<file path="config.mk">
export PLATFORM = sky130hd
export DESIGN_NAME = hazard_controller_n
export DESIGN_NICKNAME = d
export VERILOG_FILES = /design/src/rtl/hazard_controller_n.sv
export SDC_FILE = /design/constraint.sdc
export NUM_CORES = 1
export LEC_CHECK = 0
export ABC_AREA = 1
export BUFFER_PORTS_ARGS = -buffer_cell sky130_fd_sc_hd__buf_2
export CORE_AREA = 5 5 56 58
export CTS_CLUSTER_DIAMETER = 200
export DETAILED_ROUTE_END_ITERATION = 7
export DIE_AREA = 0 0 61 63
export SYNTH_ARGS = -nofsm -noshare
export SYNTH_HDL_FRONTEND = slang
export SYNTH_SLANG_ARGS = --single-unit
</file>
<file path="constraint.sdc">
create_clock -name ClockInput -period 1.4 [get_ports ClockInput]
set_input_delay 0.14 -clock ClockInput [delete_from_list [all_inputs] [get_ports ClockInput]]
set_output_delay 0.14 -clock ClockInput [all_outputs]
set_load 0.02 [all_outputs]
</file>
<file path="src/rtl/hazard_controller_n.sv">
// Pipeline hazard controller: per-register stall/purge vectors for branch flush,
// load-use bubbles, multi-cycle EX ops and memory wait. Optional stats: HAZARD_STATS_EN.
module hazard_controller_n #(
  parameter int STAGES        = 5,
  parameter int BRANCH_STAGE  = 3,
  parameter int LOADUSE_STAGE = 2,
  parameter int MULTI_STAGE   = 2,
  parameter int CNT_W         = 4
) (
  input  logic              ClockInput,
  input  logic              ResetInput_n,
  input  logic              BranchSignal,
  input  logic              FwdStallRequest,
  input  logic              MultiStart,
  input  logic [CNT_W-1:0]  MultiLen,
  input  logic              MemHold,
  output logic [STAGES-1:0] StallVector,
  output logic [STAGES-1:0] PurgeVector,
  output logic              MultiBusy,
  output logic [1:0]        HazState
`ifdef HAZARD_STATS_EN
  ,
  output logic [15:0]       StallCycles,
  output logic [15:0]       FlushCount
`endif
);

  typedef enum logic [1:0] {
    S_IDLE  = 2'd0,
    S_FLUSH = 2'd1,
    S_MULTI = 2'd2,
    S_HOLD  = 2'd3
  } state_t;

  function automatic logic [STAGES-1:0] f_mask(input int lo, input int hi);
    logic [STAGES-1:0] m;
    m = '0;
    for (int k = 0; k < STAGES; k++)
      if (k >= lo && k <= hi) m[k] = 1'b1;
    return m;
  endfunction

  localparam logic [STAGES-1:0] BR_PURGE = f_mask(1, BRANCH_STAGE);
  localparam logic [STAGES-1:0] LU_STALL = f_mask(0, LOADUSE_STAGE - 1);
  localparam logic [STAGES-1:0] LU_PURGE = f_mask(LOADUSE_STAGE, LOADUSE_STAGE);
  localparam logic [STAGES-1:0] MU_STALL = f_mask(0, MULTI_STAGE);
  localparam logic [STAGES-1:0] MU_PURGE = f_mask(MULTI_STAGE + 1, MULTI_STAGE + 1);

  generate
    if (BRANCH_STAGE >= STAGES || LOADUSE_STAGE >= STAGES || MULTI_STAGE + 1 >= STAGES) begin : g_bad_cfg
      $error("hazard_controller_n: stage parameter out of range for STAGES");
    end
  endgenerate

  state_t             r_state, w_state_nxt;
  logic [CNT_W-1:0]   r_cnt, w_cnt_nxt, w_dec;
  logic [STAGES-1:0]  r_stall, r_purge, w_stall_nxt, w_purge_nxt;
  logic               r_busy;

  assign w_dec = r_cnt - CNT_W'(1);

  // A multi-cycle op stays alive through HOLD via a nonzero counter; the edge
  // on which the counter reaches zero releases the pipe without new requests.
  always_comb begin
    w_state_nxt = S_IDLE;
    w_cnt_nxt   = r_cnt;
    w_stall_nxt = '0;
    w_purge_nxt = '0;
    if (BranchSignal) begin
      w_state_nxt = S_FLUSH;
      w_purge_nxt = BR_PURGE;
      w_cnt_nxt   = '0;
    end else if (MemHold) begin
      w_state_nxt = S_HOLD;
      w_stall_nxt = '1;
    end else if (r_state == S_MULTI || (r_state == S_HOLD && r_cnt != '0)) begin
      w_cnt_nxt = w_dec;
      if (w_dec != '0) begin
        w_state_nxt = S_MULTI;
        w_stall_nxt = MU_STALL;
        w_purge_nxt = MU_PURGE;
      end
    end else if (r_state == S_HOLD) begin
      w_state_nxt = S_IDLE;
    end else if (MultiStart && MultiLen != '0) begin
      w_state_nxt = S_MULTI;
      w_cnt_nxt   = MultiLen;
      w_stall_nxt = MU_STALL;
      w_purge_nxt = MU_PURGE;
    end else if (FwdStallRequest) begin
      w_stall_nxt = LU_STALL;
      w_purge_nxt = LU_PURGE;
    end
  end

  always_ff @(negedge ClockInput or negedge ResetInput_n) begin
    if (!ResetInput_n) begin
      r_state <= S_IDLE;
      r_cnt   <= '0;
      r_stall <= '0;
      r_purge <= '0;
      r_busy  <= 1'b0;
    end else begin
      r_state <= w_state_nxt;
      r_cnt   <= w_cnt_nxt;
      r_stall <= w_stall_nxt;
      r_purge <= w_purge_nxt & ~w_stall_nxt;
      r_busy  <= (w_state_nxt == S_MULTI);
    end
  end

  assign StallVector = r_stall;
  assign PurgeVector = r_purge;
  assign MultiBusy   = r_busy;
  assign HazState    = r_state;

`ifdef HAZARD_STATS_EN
  logic [15:0] r_stall_cyc, r_flush_cnt;

  always_ff @(negedge ClockInput or negedge ResetInput_n) begin
    if (!ResetInput_n) begin
      r_stall_cyc <= '0;
      r_flush_cnt <= '0;
    end else begin
      if (w_stall_nxt != '0 && r_stall_cyc != 16'hFFFF) r_stall_cyc <= r_stall_cyc + 16'd1;
      if (BranchSignal && r_flush_cnt != 16'hFFFF)     r_flush_cnt <= r_flush_cnt + 16'd1;
    end
  end

  assign StallCycles = r_stall_cyc;
  assign FlushCount  = r_flush_cnt;
`endif

endmodule

</file>
==> run metrics, run 1 <==
clock transition at the registers of the reported paths 0.05 ns; RR Startpoint r_cnt[1]$_DFFE_NN0P_; min-delay worst type in -> async; Antenna Nets Post-Route 0; Synth Register Bits 12; Area Growth Syn to Fin 55.6%; Hold Slack 0.320 ns; Initial Util 27.9%; critical path endpoint category output port; DRC 0; DIE WIDTH 61 um; final wirelength 1.75 mm; CP bufs+invs 1; peak supply drop 0.541 mV; router iterations before antenna repair 4; first-pass GRT wire length 2.84 mm; worst-path fanout max 3; crit path cell chain buf_4; dominant cells by area after synthesis dfrtn_1 (41%), nand2_1 (15%), nand3_1 (8.9%), buf_4 (5.1%), inv_1 (5.1%); Vias per Instance 4.46; I/O pin cnt 23; Post-CTS Hold Buffers 0; core area 2620 um^2; layout cells sized above 1 53.8%; outcome complete, but fails checks; Initial DRC Count 16; largest area contributor in the netlist dfrtn_1; Post-DP HPWL 1.33 mm; total clock buffers created by CTS 3; setup violators final 12; Setup Skew 0.00225 ns; Overflow after GRT 0; cell row count 19; I/O Buffers 20; Syn. warnings 0; vias post-DR 718; Final WS setup -0.289 ns; post-layout util 43.4%; sequential fraction of the synthesis area 41.2%; Worst Setup SP StallVector[2]$_DFF_NN0_; unrepaired setup endpoints after global routing yes; pin count of the biggest net entering global routing 13; initial antenna violation count 0; Max-Cap Viols 0; CTS root buf clkbuf_4; Worst Path Class, Setup reg -> out; mapped cell area 729 um^2; die height 63 um; Mean Syn Cell Area 7.44 um^2; CTS sink cnt 12; GR Util All Layers 9.61%; Cell variety after synth 19; vias in the first global route 687; CTS Buffer Depth 2; count of final max-slew check failures 0; Die ar. 3840 um^2; diode count 0; Lkg Pwr 0.605 nW; clock latency on the worst-skew pair 0.27 ns; routed len/inst 10.9 um; critical path's largest stage delay 0.43 ns; Mapped Cells 98; share of the synthesized area in the top cell type 41.2%; crit start category flop; Final nets 144; pwr dens 1130 nW/um^2; H-tree depth 1; clock tree from TritonCTS done; CP arrival 1.55 ns; final hold vios 0; # fillers 254; WP data required 1.26 ns; failing checks setup timing; cell family with most CP delay flip-flops; gpl congestion 0.757; Crit-path slowest cell dfrtn_1
-- path summary, 6_finish.rpt --
path / depth (start not counted) / slack [ns] / end
setup / recovery: 1 / -0.29 / HazState[1]
hold / removal: 1 / 0.32 / StallVector[2]$_DFF_NN0_
setup reg to reg: 10 / 0.02 / r_cnt[1]$_DFFE_NN0P_
hold reg to reg: 2 / 0.53 / r_cnt[3]$_DFFE_NN0P_
max in group asynchronous: 1 / 0.84 / r_cnt[3]$_DFFE_NN0P_
min in group ClockInput: 2 / 0.53 / r_cnt[3]$_DFFE_NN0P_
-- state kept, by name (all words and copies together) (netlist names) --
signal,count
r_cnt,4
PurgeVector,3
StallVector,3
HazState,1
MultiBusy,1
-- area by class of cell --
type / count / area (um^2) / area share, %
sequential: 12 / 300 / 26.5
timing repair buffer: 35 / 303 / 26.7
clock buffer: 3 / 22.5 / 1.98
inverter: 17 / 66.3 / 5.84
tap: 31 / 38.8 / 3.42
multi-input combinational: 63 / 404 / 35.6
-- synthesized netlist by cell type --
library cell	count
nand2_2	2
inv_4	1
inv_1	10
nor2_1	5
nand2_1	29
buf_4	5
o21ai_0	3
clkbuf_1	1
inv_2	6
nor2_2	1
dfrtn_1	12
buf_2	1
nand3_1	13
nand3_4	1
conb_1	1
nand2_4	3
a21oi_1	1
ha_1	2
o21ai_1	1
-- layout by cell type (no fill, tap or decap), types with 3 or more instances in the layout --
cell type / synthesis / layout
buf_2: 1 / 5
buf_4: 5 / 16
buf_6: 0 / 14
clkbuf_4: 0 / 3
dfrtn_1: 12 / 12
inv_1: 10 / 7
inv_2: 6 / 9
nand2_1: 29 / 21
nand2_2: 2 / 9
nand2_4: 3 / 3
nand3_1: 13 / 10
nand3_2: 0 / 3
nor2_4: 0 / 3
o21ai_0: 3 / 3
-- power by group --
| part | switching (mW) | internal [mW] | leakage (nW) |
|---|---|---|---|
| Clock | 0.103 | 0.0993 | 0.0138 |
| Combinational | 0.351 | 0.284 | 0.444 |
| Sequential | 0.0421 | 0.397 | 0.147 |
-- per-layer routing --
metal,vias to the layer above,track usage (%),share of wire [%]
li1,357,-,-
met1,328,11.9,39
met2,29,15.4,50
met3,4,1.24,7.6
met4,0,5.69,2.5
met5,-,0,0
-- logic make-up (layout without fill, tap and decap cells) --
kind of cell    Yosys count  after routing  share of synthesized area (%)
compound gates            5              5                           3.43
fa+ha+maj                 2              2                           3.43
buf+inv                  24             55                           15.4
flops                    12             12                           41.2
other cells               1              2                          0.514
simple gates             54             54                           36.0
-- timing repair --
action                                  in CTS  in global routing
pin swaps                                    4                 17
gates resized for setup                     20                 27
endpoints found under the hold margin        0                  0
setup buffers                                1                  1
endpoints found under the setup margin      15                 19
-- through the flow --
stage | std cells | instance area [um^2] | power (mW) | worst slack, ns | setup TNS [ns]
after floorplan | 99 | 767 | 0.760 | -0.215 | -0.900
after global placement | 156 | 946 | 0.909 | -0.281 | -1.95
after detailed placement | 156 | 946 | 0.920 | -0.316 | -2.16
after CTS | 160 | 1030 | 1.17 | -0.298 | -2.90
after global routing | 161 | 1130 | 1.36 | -0.337 | -3.51
final | 161 | 1130 | 1.28 | -0.289 | -2.83
Power figures use the tool's default switching activity.
==> inputs of run 2 (changes only) <==
--- a/config.mk
+++ b/config.mk
@@ -8,6 +8,7 @@
 export ABC_AREA = 1
 export BUFFER_PORTS_ARGS = -buffer_cell sky130_fd_sc_hd__buf_2
 export CORE_AREA = 5 5 56 58
+export CTS_BUF_LIST = sky130_fd_sc_hd__clkbuf_2
 export CTS_CLUSTER_DIAMETER = 200
 export DETAILED_ROUTE_END_ITERATION = 7
 export DIE_AREA = 0 0 61 63
==> run 2 against run 1 <==
Via count decreased by 0.56%. Critical path type unchanged. Wire length fell by 2.7%. Cell count is the same. Critical endpoint unchanged. Utilization is 0.77 points lower. The run still ends with setup timing left. Clock skew is 0.00098 ns lower. Largest power group unchanged. Combinational power down 4.4%. Power decreased by 5.5%.
==> run metrics, run 2 (same netlist as run 1, synthesis figures left out) <==
CTS root buf clkbuf_2; routed len/inst 10.6 um; placed cells 156; clock tree from TritonCTS done; pin count of the biggest net entering global routing 13; sequential share of power 36.2%; worst-path fanout max 3; DRC 0; failing checks setup timing; unrepaired setup endpoints after global routing yes; cell family with most CP delay flip-flops; I/O Buffers 20; peak supply drop 0.423 mV; min-delay worst type in -> async; core area 2620 um^2; Antenna Nets Post-Route 0; Lkg Pwr 0.606 nW; Net Sw Power 0.476 mW; Crit-path slowest cell dfrtn_1; setup violators final 12; GR Util All Layers 9.49%; critical path endpoint category output port; Final Non-Filler Cells 161; worst-case reg-to-reg path depth 10; H-tree depth 1; die height 63 um; Clock power frac 13.6%; gpl congestion 0.757; Setup Skew 0.00127 ns; Area Growth Syn to Fin 52.8%; total clock buffers created by CTS 3; layout cells sized above 1 53.8%; router iterations before antenna repair 6; Worst Path Class, Setup reg -> out; crit path cell chain buf_4; Final nets 144; CP arrival 1.53 ns; Reg with most FFs r_cnt; vias in the first global route 679; TNS Setup -2.58 ns; Logic pwr share 50.3%; DIE WIDTH 61 um; CP bufs+invs 1; Max-Cap Viols 0; crit start category flop; FF-to-FF End r_cnt[1]$_DFFE_NN0P_; FF-to-FF setup slack 0.04 ns; final wirelength 1.71 mm; post-layout util 42.6%; commonest cells after routing, fill and taps aside nand2_1 (21), buf_4 (17), buf_6 (13), dfrtn_1 (12); RR Startpoint HazState[0]$_DFF_NN0_; cell row count 19; count of final max-slew check failures 0; WP data required 1.26 ns; Die ar. 3840 um^2; initial antenna violation count 0; I/O pin cnt 23; outcome complete, but fails checks; vias post-DR 714; Overflow after GRT 0; CTS Buffer Depth 2; pwr dens 1080 nW/um^2; Post-DP HPWL 1.33 mm; Int Power 0.731 mW; max reg flops 4; Vias per Instance 4.43; clock transition at the registers of the reported paths 0.07 ns; critical path's largest stage delay 0.44 ns; diode count 0; Post-CTS Hold Buffers 0; final hold vios 0; switching share of power 39.4%; Initial DRC Count 8; CTS sink cnt 12; Final WS setup -0.265 ns; Initial Util 27.9%; commonest non-fill, non-tap cell in the layout nand2_1; clock latency on the worst-skew pair 0.24 ns; first-pass GRT wire length 2.79 mm
## run 2: worst max path at each step
| stage | startpoint | end | slack, ns | cells past startpoint |
|---|---|---|---|---|
| after floorplan | StallVector[2]$_DFF_NN0_ | StallVector[2] | -0.21 | 1 |
| after global placement | MultiLen[1] | r_cnt[0]$_DFFE_NN0P_ | -0.28 | 9 |
| after detailed placement | MultiLen[1] | r_cnt[0]$_DFFE_NN0P_ | -0.32 | 9 |
| after CTS | StallVector[2]$_DFF_NN0_ | StallVector[2] | -0.28 | 1 |
| after global routing | StallVector[2]$_DFF_NN0_ | HazState[1] | -0.33 | 1 |
| final | StallVector[2]$_DFF_NN0_ | HazState[1] | -0.27 | 1 |
## run 2: what timing repair did
item / 4_1_cts / 5_1_grt
gates resized for setup: 23 / 20
buffers inserted: 1 / 1
endpoints found under the setup margin: 15 / 19
pin swaps: 6 / 8
## run 2: through the flow
stage / power [mW] / setup WS [ns] / hold WS, ns / instance area (um^2)
floorplan: 0.760 / -0.215 / 0.432 / 767
global placement: 0.909 / -0.281 / 0.498 / 946
detailed placement: 0.920 / -0.316 / 0.491 / 946
CTS: 1.13 / -0.277 / 0.351 / 1040
global route: 1.30 / -0.331 / 0.351 / 1110
finish: 1.21 / -0.265 / 0.343 / 1110
## run 2: layout make-up
type,count,area (um^2)
Clock buffer,3,15.0
Multi-Input combinational cell,63,395
Tap cell,31,38.8
Sequential cell,12,300
Fill cell,256,1500
Timing Repair Buffer,35,299
Inverter,17,66.3
## run 2: layer usage
metal	track usage [%]	up-vias	wire (um)
met5	0	-	0
met4	5.69	0	39
met1	11.7	324	711
li1	-	359	-
met3	1.45	4	136
met2	15.0	27	819
## run 2: power by group through the flow
stage               Clock [mW]  Combinational, mW  Sequential (mW)
floorplan                    0              0.297            0.462
global placement             0              0.478            0.431
detailed placement           0              0.487            0.433
CTS                      0.167              0.526            0.432
global route             0.185              0.674            0.444
finish                   0.164              0.607            0.436
